--- config.mk ---
export PLATFORM = sky130hd
export DESIGN_NAME = alu_result_stage
export DESIGN_NICKNAME = d
export VERILOG_FILES = /design/src/rtl/alu_pkg.sv /design/src/rtl/alu_flag_gen.sv /design/src/rtl/alu_result_stage.sv
export SDC_FILE = /design/constraint.sdc
export NUM_CORES = 1
export LEC_CHECK = 0
export CELL_PAD_IN_SITES_DETAIL_PLACEMENT = 1
export CELL_PAD_IN_SITES_GLOBAL_PLACEMENT = 1
export CORE_ASPECT_RATIO = 0.9
export CORE_MARGIN = 2
export CORE_UTILIZATION = 39
export DETAILED_ROUTE_END_ITERATION = 10
export GPL_TIMING_DRIVEN = 1
export PLACE_DENSITY_LB_ADDON = 0.1
export SYNTH_ARGS = -nofsm -noshare
export SYNTH_HDL_FRONTEND = slang
export SYNTH_SLANG_ARGS = --single-unit
--- constraint.sdc ---
create_clock -name clk -period 2.3 [get_ports clk]
set_input_delay 0.345 -clock clk [delete_from_list [all_inputs] [get_ports clk]]
set_output_delay 0.345 -clock clk [all_outputs]
set_load 0.01 [all_outputs]
--- src/rtl/alu_pkg.sv ---
// alu_pkg: shared widths and buffer state encoding for the ALU result stage
package alu_pkg;
    localparam int ALU_WIDTH = 8;
    localparam int ALU_OPW   = 3;
    typedef enum logic [1:0] {
        ST_EMPTY = 2'd0,
        ST_ONE   = 2'd1,
        ST_FULL  = 2'd2
    } buf_state_t;
endpackage

--- src/rtl/alu_flag_gen.sv ---
// alu_flag_gen: combinational zero/parity/sign flags of a result
// Ports: i_result (in), o_zero (result == 0), o_parity (odd count of ones), o_sign (MSB)
module alu_flag_gen #(
    parameter int WIDTH = 8
) (
    input  logic [WIDTH-1:0] i_result,
    output logic             o_zero,
    output logic             o_parity,
    output logic             o_sign
);
    assign o_zero   = ~|i_result;
    assign o_parity = ^i_result;
    assign o_sign   = i_result[WIDTH-1];
endmodule

--- src/rtl/alu_result_stage.sv ---
// alu_result_stage: 2-entry in-order buffer for ALU results with stored flags and running XOR checksum
// Ports: clk, rst (async active-high); in_valid/in_ready/in_result/in_op upstream handshake;
//        out_valid/out_ready/out_result/out_op/out_zero/out_parity/out_sign head entry;
//        chk_clear clears checksum, checksum is the XOR of all accepted results.
module alu_result_stage
    import alu_pkg::*;
#(
    parameter int WIDTH = ALU_WIDTH,
    parameter int OPW   = ALU_OPW
) (
    input  logic             clk,
    input  logic             rst,
    input  logic             in_valid,
    output logic             in_ready,
    input  logic [WIDTH-1:0] in_result,
    input  logic [OPW-1:0]   in_op,
    output logic             out_valid,
    input  logic             out_ready,
    output logic [WIDTH-1:0] out_result,
    output logic [OPW-1:0]   out_op,
    output logic             out_zero,
    output logic             out_parity,
    output logic             out_sign,
    input  logic             chk_clear,
    output logic [WIDTH-1:0] checksum
);
    buf_state_t       r_state;
    buf_state_t       w_next;
    logic             r_in_ready;
    logic             r_out_valid;
    logic [WIDTH-1:0] r_head_res;
    logic [OPW-1:0]   r_head_op;
    logic             r_head_zero;
    logic             r_head_par;
    logic             r_head_sign;
    logic [WIDTH-1:0] r_tail_res;
    logic [OPW-1:0]   r_tail_op;
    logic             r_tail_zero;
    logic             r_tail_par;
    logic             r_tail_sign;
    logic [WIDTH-1:0] r_checksum;
    logic             w_zero;
    logic             w_par;
    logic             w_sign;
    logic             w_push;
    logic             w_pop;
    logic             w_load_head;
    logic             w_load_tail;
    logic             w_shift;

    alu_flag_gen #(.WIDTH(WIDTH)) u_flags (
        .i_result (in_result),
        .o_zero   (w_zero),
        .o_parity (w_par),
        .o_sign   (w_sign)
    );

    // Both handshake qualifiers are registers, so nothing here depends combinationally on out_ready -> in_ready.
    assign w_push = in_valid & r_in_ready;
    assign w_pop  = r_out_valid & out_ready;

    always_comb begin
        w_next      = r_state;
        w_load_head = 1'b0;
        w_load_tail = 1'b0;
        w_shift     = 1'b0;
        case (r_state)
            ST_EMPTY: begin
                w_next      = w_push ? ST_ONE : ST_EMPTY;
                w_load_head = w_push;
            end
            ST_ONE: begin
                w_next      = (w_push && !w_pop) ? ST_FULL : (w_pop && !w_push) ? ST_EMPTY : ST_ONE;
                w_load_head = w_push && w_pop;
                w_load_tail = w_push && !w_pop;
            end
            ST_FULL: begin
                w_next  = w_pop ? ST_ONE : ST_FULL;
                w_shift = w_pop;
            end
            default: w_next = ST_EMPTY;
        endcase
    end

    always_ff @(posedge clk or posedge rst) begin
        if (rst) begin
            r_state     <= ST_EMPTY;
            r_in_ready  <= 1'b0;
            r_out_valid <= 1'b0;
        end else begin
            r_state     <= w_next;
            r_in_ready  <= (w_next != ST_FULL);
            r_out_valid <= (w_next != ST_EMPTY);
        end
    end

    always_ff @(posedge clk or posedge rst) begin
        if (rst) begin
            r_head_res  <= '0;
            r_head_op   <= '0;
            r_head_zero <= 1'b0;
            r_head_par  <= 1'b0;
            r_head_sign <= 1'b0;
            r_tail_res  <= '0;
            r_tail_op   <= '0;
            r_tail_zero <= 1'b0;
            r_tail_par  <= 1'b0;
            r_tail_sign <= 1'b0;
        end else begin
            if (w_load_head) begin
                r_head_res  <= in_result;
                r_head_op   <= in_op;
                r_head_zero <= w_zero;
                r_head_par  <= w_par;
                r_head_sign <= w_sign;
            end else if (w_shift) begin
                r_head_res  <= r_tail_res;
                r_head_op   <= r_tail_op;
                r_head_zero <= r_tail_zero;
                r_head_par  <= r_tail_par;
                r_head_sign <= r_tail_sign;
            end
            if (w_load_tail) begin
                r_tail_res  <= in_result;
                r_tail_op   <= in_op;
                r_tail_zero <= w_zero;
                r_tail_par  <= w_par;
                r_tail_sign <= w_sign;
            end
        end
    end

    // A clear coinciding with a push restarts the checksum from that push's result.
    always_ff @(posedge clk or posedge rst) begin
        if (rst) r_checksum <= '0;
        else     r_checksum <= (chk_clear ? '0 : r_checksum) ^ (w_push ? in_result : '0);
    end

    assign in_ready   = r_in_ready;
    assign out_valid  = r_out_valid;
    assign out_result = r_head_res;
    assign out_op     = r_head_op;
    assign out_zero   = r_head_zero;
    assign out_parity = r_head_par;
    assign out_sign   = r_head_sign;
    assign checksum   = r_checksum;
endmodule
# Word-level counts from Yosys, hierarchy flattened
# Cells that the tools add are included.
# totals
wordCells	51
regBits	40
mem_bits_ro	0
inputBits	16
latchBits	0
output_inout_bits	24
mem_count	0
mem_bits_rw	0
# op_classes
shift	0
mux	20
bitwise	3
n_lt_le_gt_ge	0
n_reduce_logical	11
n_addsub	0
eq_ne	3
div_mod_pow	0
multipliers	0
# op_table
operator	n
2-to-1 mux 8 bit	4
2-to-1 mux 1 bit	10
OR reduction 8 bit	1
XOR reduction 8 bit	1
XOR 8 bit	1
2-to-1 mux 3 bit	2
one-hot mux 2 bit (3 select lines)	1
2-to-1 mux 2 bit	2
nonzero test 2 bit	2
logical AND 1 bit	3
logical NOT 1 bit	3
AND 1 bit	2
equality test 2 x 1 -> 1 bit (second input constant)	1
equality test 2 bit (second input constant)	1
logical NOT 2 bit	1
!= test 2 bit (second input constant)	1
one-hot mux 1 bit (2 select lines)	1

# Logic depth before layout (Yosys ltp)
# depth
depth_word	7
mapped_depth	8
depth_no_buf	6

# Hierarchy
# A second synthesis with hierarchy kept.
# unflattened
cells_unflattened	146
hier_area_um2	1983.2
# modules_own_cells
mod	cells_per_inst	seq_area_each_um2	instances	area_per_inst_um2
alu_result_stage	129	1001.0	1	1860.5
alu_flag_gen	17	0.0	1	122.6

# Worst setup path after synthesis
# Ideal clock, no wire load.
# synth_timing
kind	register to register
from	register r_in_ready (netlist: in_ready)
to	register r_head_res[2] (netlist: out_result[2])
arrival_time_ps	1759
setup_time_ps	126
required_time_ps	2174
setup_slack_ps	415
path_stages_with_launch	9
path_buffers	3
period_less_slack_ps	1885
cell_sequence	dfrtp_1 and2_1 clkbuf_1 ha_1 nand3b_1 and2_4 buf_6 buf_6 mux2i_1
# synth_via
elab_chain_len	4
elab_cells_between_ends	5
cone_classes	2 x mux; 1 x bitwise; 2 x reduce/logical
# synth_rtl
element	line_no	source
start: declaration	alu_result_stage.sv:29	logic r_in_ready;
start signal: assignment	alu_result_stage.sv:92	r_in_ready <= (w_next != ST_FULL);
AND 1 bit (*)	alu_result_stage.sv:59	assign w_push = in_valid & r_in_ready;
logical AND 1 bit	alu_result_stage.sv:74	w_load_head = w_push && w_pop;
one-hot mux 1 bit (2 select lines) (*)	alu_result_stage.sv:67	case (r_state)
2-to-1 mux 8 bit or nonzero test 2 bit (tied branches)	n/a	
end signal: assignment	alu_result_stage.sv:111	r_head_res <= in_result;
end signal: assignment	alu_result_stage.sv:117	r_head_res <= r_tail_res;
end: declaration	alu_result_stage.sv:31	logic [WIDTH-1:0] r_head_res;
# Every way passes the cells marked *; elsewhere a longest branch is shown, timed or not.
# A chain may end at the register's enable or synchronous reset.

# Worst setup path after layout
# layout_timing
from	input port in_valid
to	register r_tail_res[0]
# layout_via
elab_chain_len	3
# layout_rtl
element	line_no	source
start: declaration	alu_result_stage.sv:13	input logic in_valid,
AND 1 bit	alu_result_stage.sv:59	
logical AND 1 bit	alu_result_stage.sv:75	w_load_tail = w_push && !w_pop;
2-to-1 mux 1 bit	alu_result_stage.sv:67	
end signal: assignment	alu_result_stage.sv:124	r_tail_res <= in_result;
end: declaration	alu_result_stage.sv:36	logic [WIDTH-1:0] r_tail_res;
# Every way passes these cells.

==> run_results.csv <==
group,metric,value,unit
outcome,status,"completed",
power_and_ir_drop,combPwrFrac,0.427,
power_and_ir_drop,irDropWorstVdd,0.537,mV
placement,gp_congestion,0.713,
route,vias_per_cell,4.90,
timing,finalCritPeriodShare,0.762,
synth,async_flop_share,1.00,
layout,nFillCells,508,
synth,ys_ff_latch,38,
setup_path,cp.required,2450,ps
route,wl_per_cell,15.0,um
placement,placed_area,2240,sq um
layout,diodes,0,
synth,ys_types,24,
floorplanning,initial_core_util,0.404,
clocking,clk_pin_slew,70,ps
setup_path,cp_data_arrival_time,1910,ps
clocking,cts_hold_buffers,0,
setup_path,crit_path_end_kind,"register",
timing,fmax,571,MHz
layout,syn_to_final_growth,29.0,%
clocking,postCtsSetupBuffers,0,
global_routing,grt_busiest_layer,"met2",
setup_path,worst_setup_path_start_kind,"input port",
global_routing,grt_max_degree,39,
synth,ys_seq_area_frac,0.528,
synth,synth_area_per_cell,11.1,sq um
floorplanning,top_level_ports,40,
setup_path,path_buf_inv,2,
floorplanning,die_h,68.5,um
route,drt_iter0_markers,14,
global_routing,grt_pass1_vias,1346,
route,drt_wl_total,4000,um
global_routing,met1_usage,0.230,
global_routing,grt_usage,0.171,
synth,synthFlopType,"dfrtp_1",
layout,fin_nets,226,
setup_path,crit_type,"in -> reg",
min_path,hold_class,"in -> async",
floorplanning,die_w,75.6,um
route,detailroute.via_count,1304,
clocking,h-tree-depth,2,
timing,rsz0062_at_grt,"no",
timing,slew-limit-headroom,0.674,
synth,syn-num-nets,184,
floorplanning,num_rows,23,
power_and_ir_drop,leakage,1.12,nW
clocking,cts_buffers,5,
global_routing,grt_use_met2,0.277,
power_and_ir_drop,switching_power,0.000934,W
floorplanning,dieArea,5180,sq um
clocking,cts_resized,0,
power_and_ir_drop,power-per-cell-area,1190,nW/um^2
placement,dp_hpwl,2960,um
global_routing,grt_overflow,0,
power_and_ir_drop,p_sw_frac,0.339,
route,drc,0,
setup_path,cp_slowest_cell,"clkdlybuf4s50_1",
clocking,clk_latency,280,ps
global_routing,grt_pass1_wl,6530,um
placement,port-buffer-count,39,
route,dr.pass1.iters,3,
timing,worstMarginPinSlew,490,ps
clocking,max-clock-path-buffers,2,
timing,final_hold_viol_count,0,
setup_path,cp_max_fo,20,
power_and_ir_drop,power_frac_clock,0.158,
clocking,cts_sinks,38,
route,ant_nets,0,
timing,tns,0,ps
layout,drive_gt1_frac,0.0833,
global_routing,grt_util_met3,0.0412,
synth,synthCells,162,
power_and_ir_drop,pwr-share-seq,0.415,
flow_run,drv_cap,0,
clocking,cts-root-buf,"clkbuf_8",
floorplanning,core_area,4460,sq um
setup_path,cp_top_family,"buffers and inverters",
setup_path,critPathMaxStageDelay,470,ps
global_routing,antenna_found_initial,0,
timing,finalSetupViolCount,0,
timing,finClkSkew,6.18,ps
synth,synth_area,1800,sq um
layout,fin_area,2320,sq um
synth,yosysWarningCount,0,
power_and_ir_drop,internal_power,0.00182,W
timing,fin_crit,1750,ps
setup_path,crit_path_cell_trace,"clkdlybuf4s50_1 -> and2_1 -> ha_1 -> nand3b_1 -> buf_4 -> nand2_1 -> o21ai_0",
synth,synth_edf_count,0,
clocking,cts_tree,"yes",
timing,maxSlewViolCount,0,
==> tightest hold or removal path: stages <==
cell and delay (ps):
clkdlybuf4s50_1 390, inv_1 50, buf_4 410
==> cell type report <==
cell class              instances  area, sq um  share of cell area
repair buffers                 44          428               0.184
clock inverters                 2         10.0             0.00431
multi-input cells             104          746               0.321
well taps                      62         77.6              0.0334
clock buffers                   5         68.8              0.0296
inverters                      11         41.3              0.0178
flip-flops and latches         38          951               0.409
==> cell usage after synthesis, types with 3 or more instances <==
| cell type | n | area [sq um] |
|---|---|---|
| buf_6 | 3 | 33.8 |
| dfrtp_1 | 38 | 951 |
| a21oi_1 | 12 | 60.1 |
| clkbuf_1 | 3 | 11.3 |
| o21ai_0 | 12 | 60.1 |
| nand2_1 | 20 | 75.1 |
| xnor2_1 | 11 | 96.3 |
| nor2b_1 | 8 | 50.1 |
| mux2_2 | 3 | 33.8 |
| ha_1 | 6 | 75.1 |
| inv_1 | 11 | 41.3 |
| mux2i_1 | 19 | 190 |
| nand3b_1 | 3 | 22.5 |
==> kinds of logic (layout without fill, tap and decap cells) <==
| kind of cell | count (synthesis) | count (layout) | share of synthesized area |
|---|---|---|---|
| buffers and inverters | 20 | 62 | 0.0577 |
| adders and majority gates | 6 | 6 | 0.0417 |
| DFF | 38 | 38 | 0.528 |
| AOI/OAI and AO/OA | 27 | 27 | 0.0806 |
| and+or+nand+nor | 38 | 38 | 0.114 |
| muxes | 22 | 22 | 0.124 |
| xor gates and xnor gates | 11 | 11 | 0.0535 |
==> cell usage in the layout (no fill, tap or decap), drive strengths merged, types with 2 or more instances in the layout <==
master	instances
nor2b	8
ha	6
clkdlybuf4s50	39
buf	5
dfrtp	38
xnor2	11
and2	2
a21oi	12
inv	11
o21ai	12
nand2	20
clkinv	2
clkbuf	5
mux2	3
mux2i	19
nand4	2
nand3b	3
==> state kept, by name (all words and copies together), names as in the netlist <==
signal / cells
r_tail_res: 8
r_tail_zero: 1
out_op: 3
out_zero: 1
out_parity: 1
out_result: 8
r_tail_op: 3
r_tail_par: 1
in_ready: 1
r_state: 2
out_valid: 1
checksum: 8
==> power by group through the flow <==
stage | Sequential (W) | Combinational (W) | Clock (W)
floorplan | 0.00119 | 0.000663 | 0
global placement | 0.00114 | 0.00116 | 0
detailed placement | 0.00116 | 0.00120 | 0
CTS | 0.00115 | 0.00120 | 0.000454
global route | 0.00119 | 0.00130 | 0.000475
finish | 0.00114 | 0.00118 | 0.000434
==> layer usage <==
metal | vias to the layer above | wire length (um)
li1 | 623 | -
met1 | 649 | 1940
met2 | 28 | 1910
met3 | 4 | 127
met4 | 0 | 31
met5 | - | 0
==> per-stage QoR <==
stage | utilization | total power [W] | hold slack [ps] | setup WS [ps] | std cells
CTS | 0.521 | 0.00281 | 493 | 514 | 266
global placement | 0.503 | 0.00230 | 463 | 355 | 259
global route | 0.521 | 0.00296 | 508 | 451 | 266
floorplan | - | 0.00185 | 449 | 415 | 162
detailed placement | 0.503 | 0.00236 | 474 | 247 | 259
finish | 0.521 | 0.00276 | 477 | 548 | 266
==> path summary, 6_finish.rpt <==
path                               start  slack (ps)  cells after the start            end
hold reg to reg            r_tail_res[5]         480                      2  r_tail_res[5]
min in group clk           r_tail_res[5]         480                      2  r_tail_res[5]
hold / removal                       rst         480                      3     r_state[0]
max in group asynchronous            rst        1480                      3  out_result[3]
setup / recovery                in_valid         550                      7  r_tail_res[0]
setup reg to reg               out_valid         690                      6  out_result[2]
No activity file was read; power rests on OpenSTA's default activity.
